--- config.mk ---
export PLATFORM = sky130hd
export DESIGN_NAME = uart_bus_bridge
export DESIGN_NICKNAME = d
export VERILOG_FILES = /design/src/rtl/uart_bus_bridge.sv
export SDC_FILE = /design/constraint.sdc
export NUM_CORES = 1
export LEC_CHECK = 0
export ABC_CLOCK_PERIOD_IN_PS = 1910
export BUFFER_PORTS_ARGS = -buffer_cell sky130_fd_sc_hd__clkbuf_2
export CAP_MARGIN = 40
export CORE_UTILIZATION = 35
export CTS_CLUSTER_SIZE = 10
export DETAILED_ROUTE_END_ITERATION = 6
export PLACE_DENSITY = 0.54
export SETUP_SLACK_MARGIN = 0.2
export SLEW_MARGIN = 20
export SYNTH_ARGS = -nofsm -noshare
export SYNTH_HDL_FRONTEND = slang
export SYNTH_SLANG_ARGS = --single-unit
--- constraint.sdc ---
create_clock -name clk -period 1.91 [get_ports clk]
set_clock_uncertainty 0.05 [all_clocks]
set_input_delay 0.0955 -clock clk [delete_from_list [all_inputs] [get_ports clk]]
set_output_delay 0.0955 -clock clk [all_outputs]
set_load 0.05 [all_outputs]
--- src/rtl/uart_bus_bridge.sv ---
// uart_bus_bridge: 8N1 serial debug bus initiator; define UART_BRIDGE_AUTOINC_EN for address auto-increment and 'n'/'m' commands
module uart_bus_bridge #(
  parameter int CLKS_PER_BIT = 18,
  parameter int READ_WAIT = 1
) (
  input  logic        clk,
  input  logic        rst,
  input  logic        rxd,
  output logic        txd,
  output logic        bus_req,
  input  logic        bus_gnt,
  output logic [15:0] address,
  output logic [7:0]  dout,
  input  logic [7:0]  din,
  output logic        read,
  output logic        busy
);
  localparam int CW = $clog2(CLKS_PER_BIT);
  localparam int WW = $clog2(READ_WAIT + 2);
  localparam logic [CW-1:0] FULL = CW'(CLKS_PER_BIT - 1);
  localparam logic [CW-1:0] HALF = CW'(CLKS_PER_BIT / 2 - 1);
  typedef enum logic [1:0] {R_IDLE, R_START, R_DATA, R_STOP} rx_t;
  typedef enum logic [2:0] {S_IDLE, S_ADDR_H, S_ADDR_L, S_DATA, S_REQ, S_BUS, S_REPLY} st_t;
  rx_t rx_st;
  st_t state;
  logic rx_q1, rx_q2, rx_q3, rx_valid;
  logic [CW-1:0] rx_cnt, tx_cnt;
  logic [2:0] rx_bit;
  logic [7:0] rx_sh, tx_data;
  logic [3:0] tx_bit;
  logic [8:0] tx_sh;
  logic tx_on, tx_go, tx_done, is_wr;
  logic [WW-1:0] wcnt;
  assign busy = state != S_IDLE;
  // rx_q3 lags rx_q2 by one cycle so a high-to-low step marks the start edge
  always_ff @(posedge clk) begin
    if (!rst) begin
      {rx_q1, rx_q2, rx_q3} <= 3'b111;
      rx_st <= R_IDLE;
      rx_cnt <= '0;
      rx_bit <= '0;
      rx_sh <= '0;
      rx_valid <= 1'b0;
    end else begin
      {rx_q1, rx_q2, rx_q3} <= {rxd, rx_q1, rx_q2};
      rx_valid <= 1'b0;
      rx_cnt <= rx_cnt + 1'b1;
      case (rx_st)
        R_IDLE: begin
          rx_cnt <= '0;
          if (rx_q3 && !rx_q2) rx_st <= R_START;
        end
        R_START: if (rx_cnt == HALF) begin
          rx_cnt <= '0;
          rx_bit <= '0;
          rx_st <= rx_q2 ? R_IDLE : R_DATA;
        end
        R_DATA: if (rx_cnt == FULL) begin
          rx_cnt <= '0;
          rx_sh <= {rx_q2, rx_sh[7:1]};
          rx_bit <= rx_bit + 1'b1;
          if (rx_bit == 3'd7) rx_st <= R_STOP;
        end
        R_STOP: if (rx_cnt == FULL) begin
          rx_valid <= rx_q2;
          rx_st <= R_IDLE;
        end
        default: rx_st <= R_IDLE;
      endcase
    end
  end
  always_ff @(posedge clk) begin
    if (!rst) begin
      txd <= 1'b1;
      tx_on <= 1'b0;
      tx_done <= 1'b0;
      tx_cnt <= '0;
      tx_bit <= '0;
      tx_sh <= '0;
    end else begin
      tx_done <= 1'b0;
      if (!tx_on && tx_go) begin
        tx_on <= 1'b1;
        tx_sh <= {1'b1, tx_data};
        txd <= 1'b0;
        tx_cnt <= '0;
        tx_bit <= '0;
      end else if (tx_on) begin
        tx_cnt <= tx_cnt == FULL ? '0 : tx_cnt + 1'b1;
        if (tx_cnt == FULL) begin
          if (tx_bit == 4'd9) begin
            tx_on <= 1'b0;
            tx_done <= 1'b1;
          end else begin
            txd <= tx_sh[0];
            tx_sh <= {1'b1, tx_sh[8:1]};
            tx_bit <= tx_bit + 1'b1;
          end
        end
      end
    end
  end
  always_ff @(posedge clk) begin
    if (!rst) begin
      state <= S_IDLE;
      bus_req <= 1'b0;
      read <= 1'b1;
      address <= '0;
      dout <= '0;
      tx_go <= 1'b0;
      tx_data <= '0;
      is_wr <= 1'b0;
      wcnt <= '0;
    end else begin
      tx_go <= 1'b0;
      case (state)
        S_IDLE: if (rx_valid) begin
          if (rx_sh == 8'h57 || rx_sh == 8'h52) begin
            is_wr <= rx_sh == 8'h57;
            state <= S_ADDR_H;
          end
`ifdef UART_BRIDGE_AUTOINC_EN
          else if (rx_sh == 8'h6E) begin
            is_wr <= 1'b0;
            bus_req <= 1'b1;
            state <= S_REQ;
          end else if (rx_sh == 8'h6D) begin
            is_wr <= 1'b1;
            state <= S_DATA;
          end
`endif
          else begin
            tx_data <= 8'h3F;
            tx_go <= 1'b1;
            state <= S_REPLY;
          end
        end
        S_ADDR_H: if (rx_valid) begin
          address[15:8] <= rx_sh;
          state <= S_ADDR_L;
        end
        S_ADDR_L: if (rx_valid) begin
          address[7:0] <= rx_sh;
          bus_req <= !is_wr;
          state <= is_wr ? S_DATA : S_REQ;
        end
        S_DATA: if (rx_valid) begin
          dout <= rx_sh;
          bus_req <= 1'b1;
          state <= S_REQ;
        end
        S_REQ: if (bus_gnt) begin
          read <= !is_wr;
          wcnt <= '0;
          state <= S_BUS;
        end
        // write strobe lasts this single cycle; reads dwell READ_WAIT+1 cycles
        S_BUS: if (is_wr || wcnt == WW'(READ_WAIT)) begin
          read <= 1'b1;
          bus_req <= 1'b0;
          tx_data <= is_wr ? 8'h2E : din;
          tx_go <= 1'b1;
          state <= S_REPLY;
`ifdef UART_BRIDGE_AUTOINC_EN
          address <= address + 16'd1;
`endif
        end else wcnt <= wcnt + 1'b1;
        S_REPLY: if (tx_done) state <= S_IDLE;
        default: state <= S_IDLE;
      endcase
    end
  end
endmodule

==> results of run 1 <==
cells in the mapped netlist, types with 2 or more instances:
| cell | instances | area (um2) |
|---|---|---|
| a21boi_0 | 38 | 285 |
| a21oi_1 | 4 | 20.0 |
| and2_1 | 2 | 12.5 |
| and3_1 | 2 | 12.5 |
| and3b_1 | 3 | 26.3 |
| buf_2 | 6 | 30.0 |
| clkbuf_1 | 17 | 63.8 |
| dfxtp_1 | 84 | 1680 |
| ha_1 | 10 | 125 |
| inv_1 | 11 | 41.3 |
| mux2i_1 | 13 | 130 |
| nand2_1 | 87 | 327 |
| nand2b_1 | 9 | 56.3 |
| nand3_1 | 17 | 85.1 |
| nand3b_1 | 4 | 30.0 |
| nand4_1 | 5 | 31.3 |
| nand4bb_1 | 3 | 33.8 |
| nor2_1 | 22 | 82.6 |
| nor2b_1 | 4 | 25.0 |
| nor3_1 | 2 | 10.0 |
| nor3_2 | 2 | 20.0 |
| o211a_1 | 9 | 90.1 |
| o211ai_1 | 4 | 30.0 |
| o21a_1 | 3 | 22.5 |
| o21ai_0 | 16 | 80.1 |
| o31ai_1 | 3 | 22.5 |
| or3_1 | 5 | 31.3 |
| xnor2_1 | 4 | 35.0 |
| xor2_1 | 8 | 70.1 |
repair_timing:
action | 4_1_cts | 5_1_grt
setup endpoints to repair | 8 | 35
pin swaps | 0 | 1
gates resized for setup | 1 | 10
gates cloned | 0 | 0
setup buffers | 0 | 1
hold endpoints to repair | 6 | 0
hold buffers | 6 | 0
worst min-delay path, stage by stage:
cell      delay, ns
clkbuf_2       0.08
o21ai_0        0.07
mux2i_1        0.13
per-stage QoR:
| step | hold WS, ns | worst slack (ns) |
|---|---|---|
| after floorplan | 0.147 | 0.296 |
| after global placement | 0.233 | 0.170 |
| after detailed placement | 0.233 | 0.0933 |
| after CTS | 0.00873 | 0.232 |
| after global routing | 0.0222 | 0.194 |
| final | 0.0116 | 0.272 |
state kept, by name, summed over array words and instances (netlist names), 3 cells and up, named ones only:
signal	cells
tx_cnt	5
rx_sh	8
tx_data	8
tx_sh	9
address	16
rx_cnt	5
dout	8
state	3
tx_bit	4
rx_bit	3
worst max path at each step:
stage                     slack [ns]      start  cells after the start         end
after detailed placement        0.09   rx_sh[3]                      4  tx_data[2]
after CTS                       0.23   rx_sh[3]                      4  tx_data[2]
after floorplan                 0.30  tx_cnt[0]                      6    tx_sh[2]
final                           0.27   state[0]                      3        busy
after global routing            0.19  tx_cnt[1]                      6   tx_cnt[1]
after global placement          0.17   rx_sh[3]                      4  tx_data[5]
cells by family after synthesis:
group           Yosys count  synth area share
buf+inv                  35            0.0394
compound gates           87             0.174
flops                    84             0.453
mux                      14            0.0381
fa+ha+maj                10            0.0337
xor+xnor                 12            0.0283
simple gates            174             0.234
per-layer routing:
layer | GRT usage | up-vias | routed length, um
met2 | 0.233 | 28 | 3550
met3 | 0.0299 | 10 | 229
met5 | 0 | - | 0
met1 | 0.206 | 1364 | 4110
met4 | 0.0835 | 0 | 156
li1 | - | 1541 | -
placed cells by master, fill, tap and decap left out, types with 4 or more instances in the layout:
cell	n
nand2_1	87
dfxtp_1	83
clkbuf_2	39
a21boi_0	37
buf_4	26
nor2_1	22
o21ai_0	16
nand3_1	15
mux2i_1	13
inv_1	11
ha_1	10
clkbuf_8	10
nand2b_1	9
o211a_1	9
xor2_1	8
dlygate4sd3_1	6
or3_1	5
nand4_1	5
o211ai_1	4
xnor2_1	4
nor2b_1	4
nand3b_1	4
a21oi_1	4
layout make-up:
type / instances / area [um2] / area share
clock buffers: 12 / 145 / 0.0322
clock inverters: 4 / 72.6 / 0.0161
inverters: 11 / 41.3 / 0.00917
multi-input cells: 297 / 1920 / 0.427
flip-flops and latches: 84 / 1680 / 0.374
well taps: 136 / 170 / 0.0378
repair buffers: 72 / 470 / 0.104
power groups by stage:
stage / combinational, W / clock [W] / sequential, W
floorplan: 0.0000437 / 0 / 0.00180
global placement: 0.0000723 / 0 / 0.00180
detailed placement: 0.0000717 / 0 / 0.00180
CTS: 0.0000813 / 0.00144 / 0.00176
global route: 0.0000900 / 0.00151 / 0.00176
finish: 0.0000807 / 0.00140 / 0.00176
==> reports/qor.txt, run 1 <==
status: finished, final reports clean
CTS tree: yes
count of different cell masters after synthesis: 48
hpwl dp: 5700 um
first-pass GRT wire length: 13400 um
unrepaired setup endpoints after global routing: true
Ant. Diodes: 0
critical path, cell by cell: buf_4 > or3_1 > clkbuf_2
Crit Path Class: reg2out
Int Power: 0.00256 W
Net Count, Synth: 438
Slew Limit Fails: 0
hold_sp: din[2]
dominant delay contributor by cell family on the critical path: buffers and inverters
static leakage: 1.87 nW
CP max-delay cell: or3_1
number of fillers in the final layout: 1030
1st-iter DRT viols: 103
Switch Pwr: 0.000671 W
DIE AREA: 11000 um2
core area: 10300 um2
RD Place Congestion: 0.790
Worst Hold Depth: 3
CTS buffer count: 9
non-filler instance count after layout: 616
hold path endpoint: tx_data[2]
worst rel slew slack: 0.745
Seq cells post-synth: 84
Worst-path clk slew: 0.08 ns
Num Clock Sinks: 84
I/O pin count: 40
pwr/cell area: 718 nW/um2
Total Routing Usage GR: 0.154
Die H: 105 um
EDFF count, synth: 0
r2r endpoint: tx_sh[0]
Sw Ratio: 0.208
layout cells sized above 1: 0.198
DRC: 0
CP max FO: 16
Gate Count Post-Synth: 416
DP Cell Count: 593
Max Cap Viol: 0
Final Cycle Share: 0.858
top_reg_cell synth: dfxtp_1
Via density: 4.78
mean area per synthesized cell: 8.92 um2
area delta synth->final: 21.3%
Clock Power Share: 0.432
R2R depth: 6
Post-Syn Area: 3710 um2
sum of buffers and inverters on the critical path: 2
fmax: 0.610 GHz
final hold violations: 0
DR vias: 2943
minimum clock period: 1.64 ns
setup TNS: 0 ns
Root Driver: clkbuf_8
vias in the first global route: 2737
Setup crit start kind: flip-flop
antenna viol nets, final: 0
CP max stage delay: 0.39 ns
row count: 37
DR WL/cell: 13.1 um
Flop pwr share: 0.543
Max IR drop VDD: 0.344 mV
slew of the pin with the lowest slew margin: 0.382 ns
post-route cell area: 4500 um2
htree depth: 3
asr flop ratio synth: 0
Critical Path RT: 1.76 ns
power share of the combinational group: 0.025
arrival time at the worst endpoint: 1.49 ns
PortBufs: 39
Hold WC Path Type: in2reg
Reg2Reg Setup Slack: 0.29 ns
latest clock arrival within the worst-skew pair: 0.36 ns
sequential-to-total area share from yosys stat: 0.453
post-layout net count: 497
drt first pass iters: 4
Die W: 105 um
CTS max path bufs: 2
Ys Warns: 0
total congestion overflow: 0
Total Wirelength: 8040 um
CP Capture Type: primary output
Placed Area: 4180 um2
Finished Core Util: 0.436
antenna violations before repair: 0
Worst R2R Start: tx_cnt[0]
largest net degree at the start of global routing: 29
Initial Utilization: 0.360
Final setup viols: 0
Power Total: 0.00324 W
Note: power is estimated with default switching activity, not from simulation.
==> run 2, diff against run 1 <==
--- a/config.mk
+++ b/config.mk
@@ -5,13 +5,13 @@
 export SDC_FILE = /design/constraint.sdc
 export NUM_CORES = 1
 export LEC_CHECK = 0
-export ABC_CLOCK_PERIOD_IN_PS = 1910
+export ABC_CLOCK_PERIOD_IN_PS = 1450
 export BUFFER_PORTS_ARGS = -buffer_cell sky130_fd_sc_hd__clkbuf_2
 export CAP_MARGIN = 40
 export CORE_UTILIZATION = 35
 export CTS_CLUSTER_SIZE = 10
 export DETAILED_ROUTE_END_ITERATION = 6
-export PLACE_DENSITY = 0.54
+export PLACE_DENSITY = 0.56
 export SETUP_SLACK_MARGIN = 0.2
 export SLEW_MARGIN = 20
 export SYNTH_ARGS = -nofsm -noshare
==> constraint.sdc (replaced) <==
create_clock -name clk -period 1.45 [get_ports clk]
set_clock_uncertainty 0.05 [all_clocks]
set_input_delay 0.0725 -clock clk [delete_from_list [all_inputs] [get_ports clk]]
set_output_delay 0.0725 -clock clk [all_outputs]
set_load 0.05 [all_outputs]
==> run 2 against run 1 <==
The flow now finishes with violations (negative setup slack). Final area is 23% higher. Largest cell class unchanged. Highest routed layer unchanged. Clock-buffer cell count up 1. Worst setup slack worse by 0.38 ns. Clock power increased by 11%. Largest power group unchanged.
==> reports/qor.txt, run 2 (synthesis gave the netlist of run 1 again) <==
Largest register FFs: 16
Root Driver: clkbuf_8
number of fillers in the final layout: 916
Worst-path clk slew: 0.09 ns
Hold WC Path Type: in2reg
drt first pass iters: 4
worst rel slew slack: 0.807
Total Routing Usage GR: 0.169
register area: 1710 um2
unrepaired setup endpoints after global routing: true
DR WL/cell: 13.4 um
RD Place Congestion: 0.780
antenna violations before repair: 0
Metal-1 WL: 4230 um
DP Cell Count: 619
core area: 10300 um2
Initial Utilization: 0.360
Critical Path RT: 1.63 ns
hpwl dp: 5810 um
post-route setup slack: -0.107 ns
Num Clock Sinks: 84
Slew Limit Fails: 0
uppermost layer routed: met4
Worst Setup EP: is_wr
r2r endpoint: is_wr
CTS max path bufs: 2
latest clock arrival within the worst-skew pair: 0.36 ns
Max IR drop VDD: 0.523 mV
status: complete, but fails checks
vias in the first global route: 3182
met2 WL: 4350 um
layout cells sized above 1: 0.461
non-filler instance count after layout: 665
Worst R2R Start: state[2]
hold_sp: din[4]
Reg2Reg Setup Slack: -0.11 ns
most frequent cells in the layout: dfxtp_1, nand2_1, buf_4, clkbuf_2, a21boi_1
R2R depth: 4
first-pass GRT wire length: 14900 um
post-layout net count: 546
static leakage: 2.37 nW
Final Cycle Share: 1.07
CP max FO: 5
DRC: 0
Max Cap Viol: 0
Placed Area: 4520 um2
Via density: 4.85
total congestion overflow: 0
slew of the pin with the lowest slew margin: 0.288 ns
I/O pin count: 40
Ant. Diodes: 0
fmax: 0.642 GHz
largest net degree at the start of global routing: 44
htree depth: 3
Multi-input gate area: 2420 um2
DR vias: 3228
Setup crit start kind: flip-flop
commonest non-fill, non-tap cell in the layout: dfxtp_1
Power Total: 0.00399 W
CTS tree: yes
DIE AREA: 11000 um2
pwr/cell area: 721 nW/um2
final hold violations: 0
failing checks: negative setup slack
CTS buffer count: 9
Final setup viols: 26
post-route cell area: 5540 um2
Crit Path Class: reg2reg
1st-iter DRT viols: 94
Die H: 105 um
arrival time at the worst endpoint: 1.74 ns
CP startpoint: state[2]
CP Capture Type: flip-flop
setup TNS: -1.10 ns
minimum clock period: 1.56 ns
post-place setup slack: -0.121 ns
Regs by FF count: address (16), tx_sh (9)
metal3 WL: 187 um
Die W: 105 um
row count: 37
Total Wirelength: 8910 um
area delta synth->final: 49.2%
PortBufs: 39
largest register by flop count: address
antenna viol nets, final: 0
[run 2: critical path, stage by stage (launching register included)]
cell and delay, ns:
dfxtp_4 0.36, or4b_4 0.53, buf_4 0.17, o41ai_2 0.21, a21boi_1 0.12
[run 2: what timing repair did]
action / in CTS / in global routing
hold buffers: 9 / 0
setup buffers: 13 / 5
setup endpoints to repair: 77 / 82
pin swaps: 46 / 53
cloned: 2 / 1
endpoints found under the hold margin: 11 / 0
resized for setup: 71 / 98
[run 2: cell type report]
| cell class | count | share of cell area |
|---|---|---|
| repair buffers | 120 | 0.183 |
| flip-flops and latches | 84 | 0.309 |
| clock buffers | 13 | 0.0287 |
| inverters | 11 | 0.00791 |
| well taps | 136 | 0.0307 |
| multi-input cells | 298 | 0.437 |
| clock inverters | 3 | 0.00384 |
[run 2: worst min path at each step]
stage	endpoint	slack, ns	cells past startpoint
finish	tx_data[4]	0.09	4
global route	tx_data[4]	0.09	4
CTS	tx_data[4]	0.08	4
detailed placement	rx_q1	0.22	2
global placement	rx_q1	0.22	2
floorplan	rx_q1	0.12	1
[run 2: per-stage QoR]
step | hold WS, ns | utilization
2_1_floorplan | 0.124 | -
3_3_place_gp | 0.216 | 0.438
6_report | 0.0859 | 0.537
5_1_grt | 0.0882 | 0.537
4_1_cts | 0.0828 | 0.499
3_5_place_dp | 0.218 | 0.438
[run 2: routing by layer]
layer  global-route usage  vias to the layer above
met4               0.0614                        0
met5                    0                        -
met3               0.0374                       11
li1                     -                     1649
met1                0.213                     1539
met2                0.281                       29
[run 2: where the power goes]
group	leakage (nW)	switching [W]	internal (W)
combinational	1.59	0.0000647	0.0000680
sequential	0.687	0.00000595	0.00230
clock	0.0896	0.000830	0.000718
total	2.37	0.000900	0.00309
